`src/rtl/i2c_slave_block_if.sv`:
```
// I2C bus pins seen by a target: SCL/SDA inputs (resolved wire values) and the
// open-drain SDA pull-down enable.
interface i2c_slave_block_if;
    logic scl_i;
    logic sda_i;
    logic sda_oe_o;

    modport master (output scl_i, output sda_i, input sda_oe_o);
    modport slave  (input scl_i, input sda_i, output sda_oe_o);
endinterface

```
`src/rtl/i2c_slave_block.sv`:
```
// Oversampled I2C target with a byte-addressed register file. SCL/SDA are
// synchronised into the core clock; bit events come from the synchronised edges.
module i2c_slave_block #(
    parameter logic [6:0] SLAVE_ADDR = 7'h50,
    parameter int         DEPTH      = 16,
    parameter int         PTR_W      = 4
) (
    input  logic             i2c_core_clock_i,
    input  logic             reset_bit_n_i,
    i2c_slave_block_if.slave bus,
    output logic             busy_o,
    output logic             wr_strobe_o,
    output logic [PTR_W-1:0] wr_addr_o,
    output logic [7:0]       wr_data_o,
    input  logic [PTR_W-1:0] dbg_addr_i,
    output logic [7:0]       dbg_data_o
);

    typedef enum logic [2:0] {
        IDLE, ADDR, ADDR_ACK, RX_BYTE, RX_ACK, TX_BYTE, TX_ACK, WAIT_STOP
    } state_t;

    state_t state, state_nxt;

    logic scl_p0, scl_p1, scl_p2;
    logic sda_p0, sda_p1, sda_p2;
    logic scl_rise, scl_fall, start, stop;

    logic [7:0]       mem [DEPTH];
    logic [7:0]       shift, shift_nxt;
    logic [3:0]       bit_cnt, cnt_nxt;
    logic [PTR_W-1:0] ptr, ptr_nxt;
    logic             phase, phase_nxt;
    logic             rw, rw_nxt;
    logic             first, first_nxt;
    logic             sda_oe, oe_nxt;
    logic             busy_nxt, strobe_nxt, mem_we;
    logic [PTR_W-1:0] waddr_nxt;
    logic [7:0]       wdata_nxt;
    logic [7:0]       rx_byte;
    logic             addr_match;

    assign scl_rise   = scl_p1 & ~scl_p2;
    assign scl_fall   = ~scl_p1 & scl_p2;
    assign start      = ~sda_p1 & sda_p2 & scl_p1;
    assign stop       = sda_p1 & ~sda_p2 & scl_p1;
    assign rx_byte    = {shift[6:0], sda_p1};
    assign addr_match = (rx_byte[7:1] == SLAVE_ADDR);

    assign bus.sda_oe_o = sda_oe;
    assign dbg_data_o   = mem[dbg_addr_i];

    always_ff @(posedge i2c_core_clock_i or negedge reset_bit_n_i) begin
        if (!reset_bit_n_i) state <= IDLE;
        else                state <= state_nxt;
    end

    // START/STOP override any bit event in the same cycle.
    always_comb begin
        state_nxt = state;
        if (stop) begin
            state_nxt = IDLE;
        end else if (start) begin
            state_nxt = ADDR;
        end else begin
            case (state)
                ADDR:     if (scl_rise && bit_cnt == 4'd7) state_nxt = addr_match ? ADDR_ACK : WAIT_STOP;
                ADDR_ACK: if (scl_fall && phase) state_nxt = rw ? TX_BYTE : RX_BYTE;
                RX_BYTE:  if (scl_rise && bit_cnt == 4'd7) state_nxt = RX_ACK;
                RX_ACK:   if (scl_fall && phase) state_nxt = RX_BYTE;
                TX_BYTE:  if (scl_fall && bit_cnt == 4'd8) state_nxt = TX_ACK;
                TX_ACK: begin
                    if (scl_rise && sda_p1)     state_nxt = WAIT_STOP;
                    else if (scl_fall && phase) state_nxt = TX_BYTE;
                end
                default: ;
            endcase
        end
    end

    // phase marks the second half of an ACK slot: ACK driven, or master ACK seen.
    always_comb begin
        shift_nxt  = shift;
        cnt_nxt    = bit_cnt;
        ptr_nxt    = ptr;
        phase_nxt  = phase;
        rw_nxt     = rw;
        first_nxt  = first;
        oe_nxt     = sda_oe;
        busy_nxt   = busy_o;
        mem_we     = 1'b0;
        strobe_nxt = 1'b0;
        waddr_nxt  = wr_addr_o;
        wdata_nxt  = wr_data_o;
        if (stop) begin
            oe_nxt    = 1'b0;
            busy_nxt  = 1'b0;
            phase_nxt = 1'b0;
            cnt_nxt   = 4'd0;
        end else if (start) begin
            oe_nxt    = 1'b0;
            phase_nxt = 1'b0;
            cnt_nxt   = 4'd0;
        end else begin
            case (state)
                ADDR: if (scl_rise) begin
                    shift_nxt = rx_byte;
                    cnt_nxt   = bit_cnt + 4'd1;
                    if (bit_cnt == 4'd7) begin
                        cnt_nxt   = 4'd0;
                        phase_nxt = 1'b0;
                        if (addr_match) begin
                            rw_nxt    = rx_byte[0];
                            busy_nxt  = 1'b1;
                            first_nxt = 1'b1;
                        end else begin
                            busy_nxt  = 1'b0;
                        end
                    end
                end
                RX_BYTE: if (scl_rise) begin
                    shift_nxt = rx_byte;
                    cnt_nxt   = bit_cnt + 4'd1;
                    if (bit_cnt == 4'd7) begin
                        cnt_nxt   = 4'd0;
                        phase_nxt = 1'b0;
                        if (first) begin
                            ptr_nxt   = rx_byte[PTR_W-1:0];
                            first_nxt = 1'b0;
                        end else begin
                            mem_we     = 1'b1;
                            strobe_nxt = 1'b1;
                            waddr_nxt  = ptr;
                            wdata_nxt  = rx_byte;
                            ptr_nxt    = ptr + PTR_W'(1);
                        end
                    end
                end
                ADDR_ACK, RX_ACK: if (scl_fall) begin
                    if (!phase) begin
                        oe_nxt    = 1'b1;
                        phase_nxt = 1'b1;
                    end else begin
                        phase_nxt = 1'b0;
                        cnt_nxt   = 4'd0;
                        if (state == ADDR_ACK && rw) begin
                            shift_nxt = mem[ptr];
                            oe_nxt    = ~mem[ptr][7];
                        end else begin
                            oe_nxt    = 1'b0;
                        end
                    end
                end
                TX_BYTE: begin
                    if (scl_rise) cnt_nxt = bit_cnt + 4'd1;
                    if (scl_fall) begin
                        if (bit_cnt == 4'd8) begin
                            oe_nxt    = 1'b0;
                            phase_nxt = 1'b0;
                        end else begin
                            shift_nxt = {shift[6:0], 1'b0};
                            oe_nxt    = ~shift[6];
                        end
                    end
                end
                TX_ACK: begin
                    if (scl_rise) begin
                        ptr_nxt   = ptr + PTR_W'(1);
                        phase_nxt = ~sda_p1;
                    end else if (scl_fall && phase) begin
                        shift_nxt = mem[ptr];
                        oe_nxt    = ~mem[ptr][7];
                        cnt_nxt   = 4'd0;
                        phase_nxt = 1'b0;
                    end
                end
                default: ;
            endcase
        end
    end

    always_ff @(posedge i2c_core_clock_i or negedge reset_bit_n_i) begin
        if (!reset_bit_n_i) begin
            scl_p0      <= 1'b0;
            scl_p1      <= 1'b0;
            scl_p2      <= 1'b0;
            sda_p0      <= 1'b0;
            sda_p1      <= 1'b0;
            sda_p2      <= 1'b0;
            shift       <= '0;
            bit_cnt     <= '0;
            ptr         <= '0;
            phase       <= 1'b0;
            rw          <= 1'b0;
            first       <= 1'b0;
            sda_oe      <= 1'b0;
            busy_o      <= 1'b0;
            wr_strobe_o <= 1'b0;
            wr_addr_o   <= '0;
            wr_data_o   <= '0;
            for (int i = 0; i < DEPTH; i++) mem[i] <= '0;
        end else begin
            scl_p0      <= bus.scl_i;
            scl_p1      <= scl_p0;
            scl_p2      <= scl_p1;
            sda_p0      <= bus.sda_i;
            sda_p1      <= sda_p0;
            sda_p2      <= sda_p1;
            shift       <= shift_nxt;
            bit_cnt     <= cnt_nxt;
            ptr         <= ptr_nxt;
            phase       <= phase_nxt;
            rw          <= rw_nxt;
            first       <= first_nxt;
            sda_oe      <= oe_nxt;
            busy_o      <= busy_nxt;
            wr_strobe_o <= strobe_nxt;
            wr_addr_o   <= waddr_nxt;
            wr_data_o   <= wdata_nxt;
            if (mem_we) mem[ptr] <= rx_byte;
        end
    end

endmodule

```
`src/flat_wrapper.sv`:
```
// flat-port wrapper written by rule: the top's interface ports become plain ports
module i2c_slave_block_flat 
#(
    parameter logic [6:0] SLAVE_ADDR = 7'h50,
    parameter int         DEPTH      = 16,
    parameter int         PTR_W      = 4
)
  (i2c_core_clock_i, reset_bit_n_i, busy_o, wr_strobe_o, wr_addr_o, wr_data_o, dbg_addr_i, dbg_data_o, bus_scl_i, bus_sda_i, bus_sda_oe_o);
  i2c_slave_block_if bus_i ();
  input  logic i2c_core_clock_i;
  input  logic reset_bit_n_i;
  output logic busy_o;
  output logic wr_strobe_o;
  output logic [PTR_W-1:0] wr_addr_o;
  output logic [7:0] wr_data_o;
  input  logic [PTR_W-1:0] dbg_addr_i;
  output logic [7:0] dbg_data_o;
  input wire logic [$bits(bus_i.scl_i)-1:0] bus_scl_i;
  input wire logic [$bits(bus_i.sda_i)-1:0] bus_sda_i;
  output wire logic [$bits(bus_i.sda_oe_o)-1:0] bus_sda_oe_o;
  assign bus_i.scl_i = bus_scl_i;
  assign bus_i.sda_i = bus_sda_i;
  assign bus_sda_oe_o = bus_i.sda_oe_o;
  i2c_slave_block #(.SLAVE_ADDR(SLAVE_ADDR), .DEPTH(DEPTH), .PTR_W(PTR_W)) u_core (.i2c_core_clock_i(i2c_core_clock_i), .reset_bit_n_i(reset_bit_n_i), .bus(bus_i), .busy_o(busy_o), .wr_strobe_o(wr_strobe_o), .wr_addr_o(wr_addr_o), .wr_data_o(wr_data_o), .dbg_addr_i(dbg_addr_i), .dbg_data_o(dbg_data_o));
endmodule
```
`config.mk`:
```
export PLATFORM = sky130hd
export DESIGN_NAME = i2c_slave_block_flat
export DESIGN_NICKNAME = d
export VERILOG_FILES = /design/src/rtl/i2c_slave_block_if.sv /design/src/rtl/i2c_slave_block.sv /design/src/flat_wrapper.sv
export SDC_FILE = /design/constraint.sdc
export NUM_CORES = 1
export LEC_CHECK = 0
export CAP_MARGIN = 25
export CELL_PAD_IN_SITES_DETAIL_PLACEMENT = 1
export CELL_PAD_IN_SITES_GLOBAL_PLACEMENT = 1
export CORE_ASPECT_RATIO = 0.8
export CORE_UTILIZATION = 54
export CTS_BUF_LIST = sky130_fd_sc_hd__clkbuf_8
export DETAILED_ROUTE_END_ITERATION = 10
export MAX_ROUTING_LAYER = met4
export PLACE_DENSITY_LB_ADDON = 0.1
export SYNTH_ARGS = -nofsm -noshare
export SYNTH_HDL_FRONTEND = slang
export SYNTH_SLANG_ARGS = --single-unit
```
`constraint.sdc`:
```
create_clock -name i2c_core_clock_i -period 3.5 [get_ports i2c_core_clock_i]
set_input_delay 0.7 -clock i2c_core_clock_i [delete_from_list [all_inputs] [get_ports i2c_core_clock_i]]
set_output_delay 0.7 -clock i2c_core_clock_i [all_outputs]
set_load 0.02 [all_outputs]
```
==> results of run 1 <==
[synthesized netlist by cell type (2+ instances only)]
library cell	instances	area [µm²]
sky130_fd_sc_hd__o311ai_0	3	26.3
sky130_fd_sc_hd__buf_2	11	55.1
sky130_fd_sc_hd__o22a_1	2	17.5
sky130_fd_sc_hd__a22oi_1	8	60.1
sky130_fd_sc_hd__nand3_1	7	35.0
sky130_fd_sc_hd__nand2_1	23	86.3
sky130_fd_sc_hd__o21ai_0	16	80.1
sky130_fd_sc_hd__nor2_4	16	180
sky130_fd_sc_hd__clkbuf_1	23	86.3
sky130_fd_sc_hd__inv_1	11	41.3
sky130_fd_sc_hd__mux4_2	66	1490
sky130_fd_sc_hd__nor3_1	2	10.0
sky130_fd_sc_hd__nor2_1	19	71.3
sky130_fd_sc_hd__a211oi_1	8	60.1
sky130_fd_sc_hd__o2bb2ai_1	2	17.5
sky130_fd_sc_hd__dfrtp_1	170	4250
sky130_fd_sc_hd__and3_1	2	12.5
sky130_fd_sc_hd__mux2_2	122	1370
sky130_fd_sc_hd__and3b_1	3	26.3
sky130_fd_sc_hd__ha_1	6	75.1
sky130_fd_sc_hd__nand3b_1	4	30.0
sky130_fd_sc_hd__nand2_4	5	56.3
sky130_fd_sc_hd__nand2b_1	4	25.0
sky130_fd_sc_hd__a22o_1	2	17.5
sky130_fd_sc_hd__nor2b_1	8	50.1
sky130_fd_sc_hd__or3b_2	2	17.5
sky130_fd_sc_hd__a31oi_1	4	25.0
sky130_fd_sc_hd__mux2i_1	15	150
sky130_fd_sc_hd__buf_1	14	52.6
sky130_fd_sc_hd__o22ai_1	7	43.8
sky130_fd_sc_hd__and2_1	3	18.8
sky130_fd_sc_hd__mux2_1	23	259
sky130_fd_sc_hd__a31o_2	2	17.5
sky130_fd_sc_hd__xor2_1	2	17.5
sky130_fd_sc_hd__a21oi_1	19	95.1
[final cells by class]
cell class,count,area [µm²]
sequential,170,4260
clock buffer,18,248
fill,1581,6440
timing repair buffer,48,459
multi-input combinational,429,4660
tap,220,275
inverter,12,45.0
clock inverter,14,173
[worst reg2reg max path, delay by kind of cell, from the launching register on]
family / cells / cell delay (ns)
flip-flops: 1 / 0.56
multiplexers: 1 / 0.40
AND/OR/NAND/NOR: 4 / 1.55
[layer usage]
metal,share of wire,global-route usage
met5,0,-
met4,0.013,0.0773
met2,0.44,0.448
met1,0.46,0.496
met3,0.096,0.0892
[state kept, by name, summed over array words and instances, names as in the netlist, 3 cells and up]
name	cells
u_core.wr_data_o	8
u_core.shift	7
u_core.ptr	4
u_core.bit_cnt	4
u_core.state	3
u_core.wr_addr_o	4
u_core.mem	128
[where the power goes]
part / switching [mW] / total (mW) / internal [mW]
clock: 0.826 / 1.51 / 0.684
sequential: 0.319 / 2.36 / 2.04
combinational: 0.531 / 0.923 / 0.392
total: 1.68 / 4.79 / 3.11
[worst max path at each step]
stage	from	endpoint	slack (ns)
3_3_place_gp	dbg_addr_i[1]	dbg_data_o[0]	-0.02
4_1_cts	dbg_addr_i[1]	dbg_data_o[3]	0.11
2_1_floorplan	dbg_addr_i[0]	dbg_data_o[0]	0.52
5_1_grt	dbg_addr_i[1]	dbg_data_o[3]	0.08
6_report	dbg_addr_i[1]	dbg_data_o[3]	0.10
3_5_place_dp	dbg_addr_i[1]	dbg_data_o[3]	-0.09
[cells by family after synthesis]
kind of cell    after synthesis  synth area share
mux                         226             0.357
flops                       170             0.465
simple gates                109            0.0794
compound gates               86            0.0626
buf+inv                      60            0.0261
fa+ha+maj                     6           0.00820
xor+xnor                      2           0.00191
[repair_timing]
action / in CTS / in global routing
gates resized for setup: 8 / 0
endpoints found under the hold margin: 0 / 0
endpoints found under the setup margin: 8 / 0
[metrics by stage]
step           power (mW)  cell area (µm²)  setup slack, ns
3_5_place_dp         3.30             9710          -0.0868
2_1_floorplan        2.94             9160            0.517
3_3_place_gp         3.25             9710          -0.0165
5_1_grt              5.00            10100           0.0770
6_report             4.79            10100            0.103
4_1_cts              4.81            10100            0.115
==> impl_results.md, run 1 <==
- Top flip-flop cell by instance count after synthesis: sky130_fd_sc_hd__dfrtp_1
- Most common cell after layout, fill and taps aside: sky130_fd_sc_hd__dfrtp_1
- Total die area: 17,500 µm²
- Setup Crit Path Kind: in -> out
- Req. time, crit path: 2.80 ns
- All-layer global routing usage: 0.331
- RSZ-0062 raised after global routing: false
- Register-to-register setup slack: 0.89 ns
- CTS Buf Count: 17
- Layout Nets: 692
- Yosys synthesis warning count: 0
- Run status: completed
- CP Capture Type: primary output
- # setup viols final: 0
- Hold buffers post-CTS: 0
- Final Wtd Congestion: 0.901
- CTS root buffer: sky130_fd_sc_hd__clkbuf_8
- Final ANT Viol Nets: 0
- Average wire per cell in the routed design: 28.2 µm
- Final core utilization: 0.611
- DRC errors left: 0
- Worst slew pin tran: 0.862 ns
- Mean post-synth cell area: 13.9 µm²
- Clock latency on the worst-skew pair: 0.49 ns
- Ordered cell list for the critical path: clkdlybuf4s50_1 > buf_12 > mux4_2 > mux4_2 > dlygate4sd2_1
- IO buf count: 30
- Count of clock tree sinks: 170
- Number of inserted diodes: 0
- Number of distinct standard cells referenced by the synthesized netlist: 60
- CTS Buffer Depth: 2
- Via count: 6,120
- Synth Instances: 659
- Final non-filler cell total: 911
- Via count of the first global-routing pass: 6,351
- Vert. Die Dim: 118 µm
- Synthesized netlist net count: 673
- Classification of the worst-slack hold path: in -> async
- Dominant delay contributor by cell family on the critical path: buffers and inverters
- Detailed placement HPWL: 18,100 µm
- Post-layout minimum cycle time: 3.40 ns
- Maximum number of pins on one net before global-route repair: 86
- F_max: 294 MHz
- Pleak: 4.54 nW
- Buffers plus inverters on the worst setup path: 3
- R2R cell count: 5
- Maximum fanout along the worst path: 32
- Part of the cycle the worst path needs: 0.971
- Slowest library cell on the worst path: sky130_fd_sc_hd__mux4_2
- First-iteration detailed-routing DRC count: 417
- Maximum ir drop on the vdd rail: 0.370 mV
- Origin of the critical flop-to-flop path: u_core.scl_p1
- Ys async rst share: 1.00
- Ratio of total power to cell area: 473 nW/µm²
- Number of enable-type register cells in the synthesized netlist: 0
- Pre-Repair DR Iteration Count: 5
- Initial antenna violation count: 0
- Sum of negative setup slack: 0 ns
- Synthesized flop and latch total: 170
- Total wire length: 25,700 µm
- Most frequent cells in the layout: sky130_fd_sc_hd__dfrtp_1, sky130_fd_sc_hd__mux2_2, sky130_fd_sc_hd__mux4_2, sky130_fd_sc_hd__nand2_1, sky130_fd_sc_hd__mux2_1
- Worst r2r dst: u_core.mem[30]
- Level count of the clock H-tree: 4
- First-pass GRT wire length: 40,600 µm
- Max-cap viol count: 0
- Portion of the post-synthesis area used by sequential elements: 0.465
- Number of buffers inserted by post-CTS setup repair: 0
- Via count normalized by instance count: 6.72
- Min Hold Slack: 0.289 ns
- Cell area after synthesis: 9160 µm²
- Rows: 42
- Die width: 148 µm
- Total global routing overflow: 0
- Element type at the critical path start: input pin
- Clk_skew: 0.0160 ns
- TritonCTS clock tree: done
- Area of the placeable core: 16,600 µm²
- Fraction of final layout cells with drive strength greater than 1: 0.392
- Number of cells after detailed placement: 879
- Synth-to-layout area growth: 10.5%
- Clock-pin transition on the worst setup and hold timing paths: 0.09 ns
- Worst max-slew margin expressed relative to the limit: 0.425
- Top-Level Pins: 31
- Max Slew Vio Count: 0
- Final Hold Vio Count: 0
- Most frequent CP cell: sky130_fd_sc_hd__mux4_2
- Largest stage delay on the critical path: 0.53 ns
- Critical path depth in cells: 5
- Effective utilization at floorplan: 0.553
- Arrival time of data at the critical path endpoint: 2.70 ns
No activity file was read; power rests on OpenSTA's default activity.
==> inputs of run 2 (changes only) <==
--- a/config.mk
+++ b/config.mk
@@ -11,6 +11,7 @@
 export CORE_ASPECT_RATIO = 0.8
 export CORE_UTILIZATION = 54
 export CTS_BUF_LIST = sky130_fd_sc_hd__clkbuf_8
+export CTS_CLUSTER_DIAMETER = 150
 export DETAILED_ROUTE_END_ITERATION = 10
 export MAX_ROUTING_LAYER = met4
 export PLACE_DENSITY_LB_ADDON = 0.1
==> results of run 2 <==
No change in the layout: final DEF, timing and power equal those of run 1.
==> inputs of run 3 (changes only) <==
--- a/config.mk
+++ b/config.mk
@@ -11,7 +11,6 @@
 export CORE_ASPECT_RATIO = 0.8
 export CORE_UTILIZATION = 54
 export CTS_BUF_LIST = sky130_fd_sc_hd__clkbuf_8
-export CTS_CLUSTER_DIAMETER = 150
 export DETAILED_ROUTE_END_ITERATION = 10
 export MAX_ROUTING_LAYER = met4
 export PLACE_DENSITY_LB_ADDON = 0.1
==> results of run 3 <==
No change in the layout: final DEF, timing and power equal those of run 1.
